**src/rtl/dl1_write_buffer_pkg.sv**
```systemverilog
// Shared types and default widths for the DL1 write buffer.
// The defaults here are the ones the L1/L2 write-back channel is built around;
// the modules take them as parameter defaults so a single edit retargets both.
package dl1_write_buffer_pkg;

    // Default data/address width and number of dropped byte-offset bits.
    localparam int DL1_DATA_LENGTH = 32;
    localparam int DL1_BYTE_OFFSET = 2;
    localparam int DL1_WB_DEPTH    = 8;
    localparam int DL1_WA          = DL1_DATA_LENGTH - DL1_BYTE_OFFSET;

    // One buffered store: word address plus full-word data.
    typedef struct packed {
        logic [DL1_WA-1:0]          addr;
        logic [DL1_DATA_LENGTH-1:0] data;
    } wb_entry_t;

    // Drain handshake state toward the L2 write buffer.
    typedef enum logic [1:0] {
        WB_IDLE     = 2'd0,
        WB_REQ      = 2'd1,
        WB_WAIT_LOW = 2'd2
    } wb_state_e;

endpackage

```
**src/rtl/dl1_write_buffer_wb_fifo_mem.sv**
```systemverilog
// Entry storage for the DL1 write buffer: circular array with wrap-bit
// pointers, full/empty status, and a parallel address match that returns
// the data of the youngest matching entry for load forwarding.
module dl1_write_buffer_wb_fifo_mem
    import dl1_write_buffer_pkg::*;
#(
    parameter int WB_DEPTH    = DL1_WB_DEPTH,
    parameter int DATA_LENGTH = DL1_DATA_LENGTH,
    parameter int BYTE_OFFSET = DL1_BYTE_OFFSET
) (
    input  logic                                clk_l1,
    input  logic                                rst_n,
    input  logic                                push_en,
    input  logic                                coal_en,
    input  logic [DATA_LENGTH-BYTE_OFFSET-1:0]  push_addr,
    input  logic [DATA_LENGTH-1:0]              push_data,
    input  logic                                pop_en,
    input  logic [DATA_LENGTH-BYTE_OFFSET-1:0]  ld_word,
    output logic                                empty,
    output logic                                full,
    output logic                                one_entry,
    output logic [DATA_LENGTH-BYTE_OFFSET-1:0]  head_addr,
    output logic [DATA_LENGTH-1:0]              head_data,
    output logic [DATA_LENGTH-BYTE_OFFSET-1:0]  tail_addr,
    output logic                                fwd_hit,
    output logic [DATA_LENGTH-1:0]              fwd_data
);

    localparam int WA = DATA_LENGTH - BYTE_OFFSET;
    localparam int PW = $clog2(WB_DEPTH);
    localparam int CW = PW + 1;

    logic [CW-1:0]          w_ptr_q, w_ptr_d;
    logic [CW-1:0]          r_ptr_q, r_ptr_d;
    logic [WA-1:0]          addr_q [WB_DEPTH];
    logic [WA-1:0]          addr_d [WB_DEPTH];
    logic [DATA_LENGTH-1:0] data_q [WB_DEPTH];
    logic [DATA_LENGTH-1:0] data_d [WB_DEPTH];

    logic [PW-1:0] w_idx;
    logic [PW-1:0] r_idx;
    logic [PW-1:0] tail_idx;
    logic [CW-1:0] count;
    logic [PW-1:0] fwd_idx;

    // Pointer views: low bits index the array, the extra MSB tells full from empty.
    always_comb begin
        w_idx     = w_ptr_q[PW-1:0];
        r_idx     = r_ptr_q[PW-1:0];
        tail_idx  = w_ptr_q[PW-1:0] - PW'(1);
        count     = w_ptr_q - r_ptr_q;
        empty     = (w_ptr_q == r_ptr_q);
        full      = (w_ptr_q[PW] != r_ptr_q[PW]) && (w_ptr_q[PW-1:0] == r_ptr_q[PW-1:0]);
        one_entry = (count == CW'(1));
        head_addr = addr_q[r_idx];
        head_data = data_q[r_idx];
        tail_addr = addr_q[tail_idx];
    end

    // Next pointers and array contents: push writes a new slot, coalesce rewrites the youngest.
    always_comb begin
        w_ptr_d = w_ptr_q + {{PW{1'b0}}, push_en};
        r_ptr_d = r_ptr_q + {{PW{1'b0}}, pop_en};
        addr_d  = addr_q;
        data_d  = data_q;
        if (push_en) begin
            addr_d[w_idx] = push_addr;
            data_d[w_idx] = push_data;
        end
        if (coal_en) begin
            data_d[tail_idx] = push_data;
        end
    end

    // Forwarding: walk valid entries oldest to youngest so the last hit is the youngest.
    always_comb begin
        fwd_hit  = 1'b0;
        fwd_data = '0;
        fwd_idx  = '0;
        for (int k = 0; k < WB_DEPTH; k++) begin
            fwd_idx = r_idx + PW'(k);
            if ((CW'(k) < count) && (addr_q[fwd_idx] == ld_word)) begin
                fwd_hit  = 1'b1;
                fwd_data = data_q[fwd_idx];
            end
        end
    end

    // Storage and pointer registers; reset empties the buffer.
    always_ff @(posedge clk_l1 or negedge rst_n) begin
        if (!rst_n) begin
            w_ptr_q <= '0;
            r_ptr_q <= '0;
            for (int i = 0; i < WB_DEPTH; i++) begin
                addr_q[i] <= '0;
                data_q[i] <= '0;
            end
        end else begin
            w_ptr_q <= w_ptr_d;
            r_ptr_q <= r_ptr_d;
            addr_q  <= addr_d;
            data_q  <= data_d;
        end
    end

endmodule

```
**src/rtl/dl1_write_buffer.sv**
```systemverilog
// DL1 write buffer: queues word stores from the L1 store path, merges a repeat
// store into the youngest entry, forwards buffered data to loads, and drains
// entries one at a time to the L2 write buffer.
//
// Store side: a store is taken on any posedge where store_req && store_ready;
// store_ready depends only on registered state (buffer not full).
// L2 side: 4-phase level handshake. wb_req rises with wb_data stable, L2 raises
// wb_ack, the entry is retired and wb_req falls, L2 drops wb_ack, and only then
// may the next wb_req rise.
module dl1_write_buffer
    import dl1_write_buffer_pkg::*;
#(
    parameter int WB_DEPTH    = DL1_WB_DEPTH,
    parameter int DATA_LENGTH = DL1_DATA_LENGTH,
    parameter int BYTE_OFFSET = DL1_BYTE_OFFSET
) (
    input  logic                                 clk_l1,
    input  logic                                 rst_n,
    input  logic                                 store_req,
    input  logic [DATA_LENGTH-1:0]               store_addr,
    input  logic [DATA_LENGTH-1:0]               store_data,
    output logic                                 store_ready,
    input  logic [DATA_LENGTH-1:0]               ld_addr,
    output logic                                 fwd_hit,
    output logic [DATA_LENGTH-1:0]               fwd_data,
    output logic                                 wb_req,
    output logic [2*DATA_LENGTH-BYTE_OFFSET-1:0] wb_data,
    input  logic                                 wb_ack,
    input  logic                                 full_flag,
    output logic                                 wb_empty,
    output wb_state_e                            dbg_state
);

    localparam int WA = DATA_LENGTH - BYTE_OFFSET;
    localparam int XW = 2*DATA_LENGTH - BYTE_OFFSET;

    wb_state_e     state_q, state_d;
    logic          wb_req_q, wb_req_d;
    logic [XW-1:0] wb_data_q, wb_data_d;

    logic [WA-1:0]          store_word;
    logic [WA-1:0]          ld_word;
    logic                   empty;
    logic                   full;
    logic                   one_entry;
    logic [WA-1:0]          head_addr;
    logic [DATA_LENGTH-1:0] head_data;
    logic [WA-1:0]          tail_addr;
    logic                   accept;
    logic                   launch;
    logic                   head_busy;
    logic                   coalesce;
    logic                   push;
    logic                   pop;
    logic                   unused_addr_lsbs;

    // Byte-offset bits take no part in word matching.
    always_comb begin
        store_word       = store_addr[DATA_LENGTH-1:BYTE_OFFSET];
        ld_word          = ld_addr[DATA_LENGTH-1:BYTE_OFFSET];
        unused_addr_lsbs = ^{store_addr[BYTE_OFFSET-1:0], ld_addr[BYTE_OFFSET-1:0]};
    end

    // Store acceptance and the coalesce/push decision.
    // The head is treated as busy while in REQ and also on the cycle it is being
    // latched into wb_data, so a merge can never land in data already sent.
    // After the ack the head has been retired, so WAIT_LOW does not block merging.
    always_comb begin
        store_ready = !full;
        accept      = store_req && store_ready;
        launch      = (state_q == WB_IDLE) && !empty && !full_flag;
        head_busy   = (state_q == WB_REQ) || launch;
        coalesce    = accept && !empty && (tail_addr == store_word) && !(one_entry && head_busy);
        push        = accept && !coalesce;
        pop         = (state_q == WB_REQ) && wb_ack;
        wb_empty    = empty && (state_q == WB_IDLE);
    end

    dl1_write_buffer_wb_fifo_mem #(
        .WB_DEPTH    (WB_DEPTH),
        .DATA_LENGTH (DATA_LENGTH),
        .BYTE_OFFSET (BYTE_OFFSET)
    ) u_fifo (
        .clk_l1    (clk_l1),
        .rst_n     (rst_n),
        .push_en   (push),
        .coal_en   (coalesce),
        .push_addr (store_word),
        .push_data (store_data),
        .pop_en    (pop),
        .ld_word   (ld_word),
        .empty     (empty),
        .full      (full),
        .one_entry (one_entry),
        .head_addr (head_addr),
        .head_data (head_data),
        .tail_addr (tail_addr),
        .fwd_hit   (fwd_hit),
        .fwd_data  (fwd_data)
    );

    // Drain FSM next state: latch the head, hold the request until ack, wait for ack low.
    always_comb begin
        state_d   = state_q;
        wb_req_d  = wb_req_q;
        wb_data_d = wb_data_q;
        unique case (state_q)
            WB_IDLE: begin
                if (!empty && !full_flag) begin
                    wb_data_d = {head_addr, head_data};
                    wb_req_d  = 1'b1;
                    state_d   = WB_REQ;
                end
            end
            WB_REQ: begin
                if (wb_ack) begin
                    wb_req_d = 1'b0;
                    state_d  = WB_WAIT_LOW;
                end
            end
            WB_WAIT_LOW: begin
                if (!wb_ack) begin
                    state_d = WB_IDLE;
                end
            end
            default: begin
                wb_req_d = 1'b0;
                state_d  = WB_IDLE;
            end
        endcase
    end

    // Drain FSM registers; reset drops wb_req at once.
    always_ff @(posedge clk_l1 or negedge rst_n) begin
        if (!rst_n) begin
            state_q   <= WB_IDLE;
            wb_req_q  <= 1'b0;
            wb_data_q <= '0;
        end else begin
            state_q   <= state_d;
            wb_req_q  <= wb_req_d;
            wb_data_q <= wb_data_d;
        end
    end

    assign wb_req    = wb_req_q;
    assign wb_data   = wb_data_q;
    assign dbg_state = state_q;

endmodule

```
**config.mk**
```make
export PLATFORM = sky130hd
export DESIGN_NAME = dl1_write_buffer
export DESIGN_NICKNAME = d
export VERILOG_FILES = /design/src/rtl/dl1_write_buffer_pkg.sv /design/src/rtl/dl1_write_buffer_wb_fifo_mem.sv /design/src/rtl/dl1_write_buffer.sv
export SDC_FILE = /design/constraint.sdc
export NUM_CORES = 2
export LEC_CHECK = 0
export ABC_CLOCK_PERIOD_IN_PS = 9600
export CORE_ASPECT_RATIO = 0.75
export CORE_MARGIN = 2
export CORE_UTILIZATION = 35
export DETAILED_ROUTE_END_ITERATION = 7
export GPL_ROUTABILITY_DRIVEN = 0
export PLACE_DENSITY = 0.54
export SYNTH_ARGS = -nofsm -noshare
export SYNTH_HDL_FRONTEND = slang
export SYNTH_SLANG_ARGS = --single-unit
```
**constraint.sdc**
```tcl
create_clock -name clk_l1 -period 9.6 [get_ports clk_l1]
set_clock_uncertainty 0.1 [all_clocks]
set_input_delay 2.4 -clock clk_l1 [delete_from_list [all_inputs] [get_ports clk_l1]]
set_output_delay 2.4 -clock clk_l1 [all_outputs]
set_load 0.01 [all_outputs]
```
# Yosys cells after proc, flatten, opt, wreduce, memory -nomap -nowiden
# Cells that the tools add are included.
# word_totals
register_bits	569
latch_bits	0
mem_bits_rw	0
rom_bits	0
inputBits	101
output_inout_bits	100
elab_cells	198
n_memories	0
# classes
addsub	11
mul	0
div_mod_pow	0
magnitude_cmp	20
n_eq_ne	18
shifts	0
muxes	85
bitwise	11
n_reduce_logical	32
# ops
cell	n
$mux 32	26
$bmux 30 s3	9
$bmux 32 s3	8
$mux 30	19
$bwmux 256	2
$mux 256	2
$eq 30x30->1	9
$bwmux 240	1
$demux 32 s3	2
$demux 30 s3	1
$ge 4x4->1 const B	10
$not 3->4	10
$logic_and 1x1->1	22
$lt 3x4->1 const A	4
$add 3x3->3 const B	4
$mux 1	10
$add 4x1->4	2
$lt 1x4->1 const A	2
$lt 2x4->1 const A	2
$lt 4x1->1 const B	2
$add 3x2->3 const B	2
$mux 2	3
$pmux 2 s3	1
$reduce_and 3->1	2
other kinds (17)	22

# Depth between registers and ports, before layout
# depth
word_depth	14
depth_mapped	26
mapped_depth_nobuf	13

# Cells and area by module
# Synthesis repeated with hierarchy kept, for this count alone.
# unflattened
cells_unflattened	4048
area_unflattened_um2	47926.0
# by_module_without_submodules
module	instances	cells_per_inst	area_each_um2	seq_area_each_um2
dl1_write_buffer_wb_fifo_mem	1	3858	45104.5	12612.1
dl1_write_buffer	1	190	2821.5	1626.6

# Worst setup path after synthesis
# Ideal clock, no wire load.
# synth_timing
kind	reg-to-output
from	register u_fifo.r_ptr_q[0]
to	output fwd_data[10]
t_arrival_ps	5519
required_time_ps	7100
path_slack_ps	1581
stages_incl_launch_ff	24
path_buffers	12
path_cell_list	dfrtp_1 > buf_4 > buf_6 > buf_6 > buf_6 > buf_4 > buf_4 > inv_1 > clkbuf_1 > ha_1 > buf_2 > buf_2 > buf_2 > buf_1 > mux4_2 > xnor2_1 > a41oi_1 > or4_1 > nor4_1 > nand3_1 > buf_2 > mux2i_1 > a211oi_1 > o41ai_1
# synth_via
elab_chain_cells	14
elab_cells_between_ends	96
classes_between	add/sub: 8; order compare: 8; eq/ne: 8; mux: 56; bitwise: 8; reduce/logical: 8
# synth_lines
item	line	text
start: declaration	dl1_write_buffer_wb_fifo_mem.sv:34	logic [CW-1:0] r_ptr_q, r_ptr_d;
start signal: assignment	dl1_write_buffer_wb_fifo_mem.sv:100	r_ptr_q <= r_ptr_d;
$add 3x1->3 / $not 3->4 (equally long branches)	dl1_write_buffer_wb_fifo_mem.sv:81, dl1_write_buffer_wb_fifo_mem.sv:82, dl1_write_buffer_wb_fifo_mem.sv:84	
$not 3->4 (not written as such) / $bmux 30 s3 (equally long branches)	dl1_write_buffer_wb_fifo_mem.sv:82, dl1_write_buffer_wb_fifo_mem.sv:84	
$bmux 30 s3 / $mux 30 (equally long branches)	dl1_write_buffer_wb_fifo_mem.sv:82	if ((CW'(k) < count) && (addr_q[fwd_idx] == ld_word)) begin
$mux 30 (not written as such)	dl1_write_buffer_wb_fifo_mem.sv:82	
$mux 30 (not written as such) / $eq 30x30->1 (equally long branches)	dl1_write_buffer_wb_fifo_mem.sv:82	
$eq 30x30->1 / $logic_and 1x1->1 (equally long branches)	dl1_write_buffer_wb_fifo_mem.sv:82	
$logic_and 1x1->1 / $mux 32 (equally long branches)	dl1_write_buffer_wb_fifo_mem.sv:82	
$mux 32 (6 in series)	dl1_write_buffer_wb_fifo_mem.sv:82	
$mux 32 *	dl1_write_buffer_wb_fifo_mem.sv:82	
end: declaration	dl1_write_buffer.sv:25	output logic [DATA_LENGTH-1:0] fwd_data,
# Every way passes the cells marked *; elsewhere a longest branch is shown, timed or not. The select of a mux whose other input is x is not followed.

# Worst setup path after layout
# layout_timing
from	input ld_addr[16]
to	output fwd_data[29]
# layout_via
elab_chain_cells	10
elab_cells_between_ends	24
classes_between	eq/ne: 8; mux: 8; reduce/logical: 8
# layout_lines
item	line	text
start: declaration	dl1_write_buffer.sv:23	input logic [DATA_LENGTH-1:0] ld_addr,
$eq 30x30->1	dl1_write_buffer_wb_fifo_mem.sv:82	
$logic_and 1x1->1	dl1_write_buffer_wb_fifo_mem.sv:82	
$mux 32 (7 in series)	dl1_write_buffer_wb_fifo_mem.sv:82	
$mux 32 *	dl1_write_buffer_wb_fifo_mem.sv:82	
# Every way passes the cells marked *; elsewhere a longest branch is shown, timed or not.

==> impl_metrics.json <==
{
  "max_freq_mhz": 104.5,
  "hold_viol": 0,
  "ys.flop_type": "dfrtp_1",
  "yosysWarnings": 0,
  "routedWlPerCell_um": 31.14,
  "synth_area_leaders": "dfrtp_1 (29%), mux4_2 (26%), mux2_2 (7.8%)",
  "grt_max_degree": 178,
  "mostFrequentLayoutCell": "mux4_2",
  "layout-drive-gt1-share_pct": 32.83,
  "endpoint_kind": "primary output",
  "drc": 0,
  "clockBufferDepth": 3,
  "synth-edff-count": 0,
  "grt_pass1_wl_um": 270400,
  "whs_ps": 384.9,
  "dr.pass1.iters": 8,
  "dp_hpwl_um": 125800,
  "yosys_register_bits": 569,
  "synth_cells": 4035,
  "vias": 38450,
  "crit_path_start_kind": "input port",
  "drt-initial-drc-count": 5109,
  "period_needed_ps": 9570,
  "design.core.area_um2": 137800,
  "hold_buffers": 0,
  "first_global_vias": 36640,
  "synthArstFlopShare_pct": 100.0,
  "yosysSeqAreaShare_pct": 29.38,
  "syn-num-nets": 4148,
  "fillers": 13090,
  "synth_area_um2": 48460,
  "worst_slew_pin_slew_ps": 1374,
  "crit_fanout": 7,
  "cts_buffers": 71,
  "slew_violations": 0,
  "fin_area_um2": 55200,
  "area_growth_syn_to_layout_pct": 13.92,
  "rrSetupSlack_ps": 1880,
  "io_buffer_count": 196,
  "synth_top_cell_by_area": "dfrtp_1",
  "avgViaCountPerCell": 6.390,
  "start_util_pct": 35.18,
  "avgSynthCellArea_um2": 12.01,
  "tritoncts": "yes",
  "htreeDepth": 3,
  "antenna_found_initial": 10,
  "finalSetupViolCount": 0,
  "clockRootBuffer": "clkbuf_16",
  "row_count": 118,
  "hold_path.class": "flop to flop",
  "cts_setup_buffers": 0,
  "netlist.area_leader.share_pct": 29.38,
  "die-area_um2": 141500,
  "finalCritPeriodShare_pct": 99.68,
  "required_ps": 7100,
  "tns_ps": 0,
  "die_y_um": 326.2,
  "rsz0062_at_grt": "no",
  "cts_sinks": 569,
  "num_io_pins": 201,
  "worstPathArrival_ps": 7070,
  "drv_cap": 0,
  "clk_latency_ps": 700,
  "die_x_um": 433.6,
  "cts.repair.resized": 1,
  "ant_nets": 0,
  "ys_types": 77,
  "most-common-layout-cells": "mux4_2 (570), dfrtp_1 (565), mux2_2 (334)",
  "grt_util_all_layers_pct": 26.17,
  "overflow": 0,
  "drt_wl_total_um": 187400,
  "slew-limit-headroom_pct": 7.964,
  "criticalPathCategory": "input port to primary output",
  "clk_pin_slew_ps": 50,
  "fin_nets": 4211,
  "status": "finished, final reports clean",
  "placed_area_um2": 52690
}
## registers in the layout (all words and copies together) (netlist names)
register	cells
u_fifo.w_ptr_q	4
u_fifo.addr_q	240
wb_req	1
wb_data	62
u_fifo.data_q	256
dbg_state	2
u_fifo.r_ptr_q	4
## worst paths after layout
| path | startpoint | endpoint | cells after the start |
|---|---|---|---|
| min in group asynchronous | rst_n | u_fifo.addr_q[38] | 1 |
| setup / recovery | ld_addr[16] | fwd_data[29] | 12 |
| setup reg to reg | u_fifo.w_ptr_q[0] | u_fifo.data_q[224] | 14 |
| max in group asynchronous | rst_n | wb_data[15] | 3 |
| hold reg to reg | wb_req | wb_req | 1 |
| hold / removal | wb_req | wb_req | 1 |
## layer usage
metal | vias to the layer above | GRT usage (%) | part of all wire (%)
li1 | 15760 | - | -
met1 | 19900 | 36.93 | 42
met2 | 2298 | 37.13 | 42
met3 | 472 | 7.910 | 11
met4 | 14 | 10.98 | 4.9
met5 | - | 0 | 0.043
## stage by stage
| stage | utilization, % | cells | setup slack, ps |
|---|---|---|---|
| after CTS | 40.06 | 6012 | 25.17 |
| after global routing | 40.07 | 6014 | 7.512 |
| after detailed placement | 38.25 | 5885 | -12.22 |
| final | 40.07 | 6016 | 30.48 |
| after global placement | 38.25 | 5885 | -4.207 |
| after floorplan | - | 4035 | 1581 |
## worst max-delay path, cell delays in order
cell             delay [ps]
clkdlybuf4s50_1         550
xnor2_1                 380
nand3_1                 140
nor3_1                  200
a31oi_1                  80
or4_1                   570
or4_2                   670
buf_4                   210
nand2b_2                270
a211oi_1                 90
o41ai_1                 790
clkdlybuf4s50_1         690
## synthesized netlist by cell type (13+ instances only)
cell type,instances
mux4_2,570
dfrtp_1,569
mux2_2,334
mux2i_1,313
nand2_1,306
nor2_1,214
xnor2_1,207
a21oi_1,177
clkbuf_1,177
mux2_1,121
buf_2,112
mux2_4,90
a211oi_1,70
buf_1,53
xor2_1,49
nor3_1,46
and2_1,44
nand3_1,44
o21ai_0,43
or3_1,43
inv_1,35
nand4_1,33
and4_1,32
buf_4,32
o41ai_1,32
nor4_1,31
buf_6,30
nand2b_1,23
a31oi_1,21
o22ai_1,21
a221oi_1,15
or4_1,13
## final cells by class
| cell class | count | area (um2) | area share, % |
|---|---|---|---|
| Tap cell | 1860 | 2327 | 4.216 |
| Timing Repair Buffer | 395 | 3701 | 6.704 |
| Clock inverter | 30 | 473.0 | 0.8568 |
| Antenna cell | 4 | 10.01 | 0.01813 |
| Inverter | 42 | 165.2 | 0.2992 |
| Clock buffer | 97 | 2016 | 3.651 |
| Multi-Input combinational cell | 3019 | 32260 | 58.44 |
| Sequential cell | 569 | 14250 | 25.82 |
## logic make-up (layout without fill, tap and decap cells)
kind of cell	after synthesis	count (layout)	synth area share [%]
simple gates	872	872	8.697
buf+inv	447	564	4.467
other cells	0	4	0
xor+xnor	257	257	4.661
flops	569	569	29.38
fa+ha+maj	12	12	0.3253
mux	1428	1428	46.32
compound gates	450	450	6.145
Power is not shown: default switching activity piles up to over one toggle a cycle in this logic, so the estimate is an artifact.
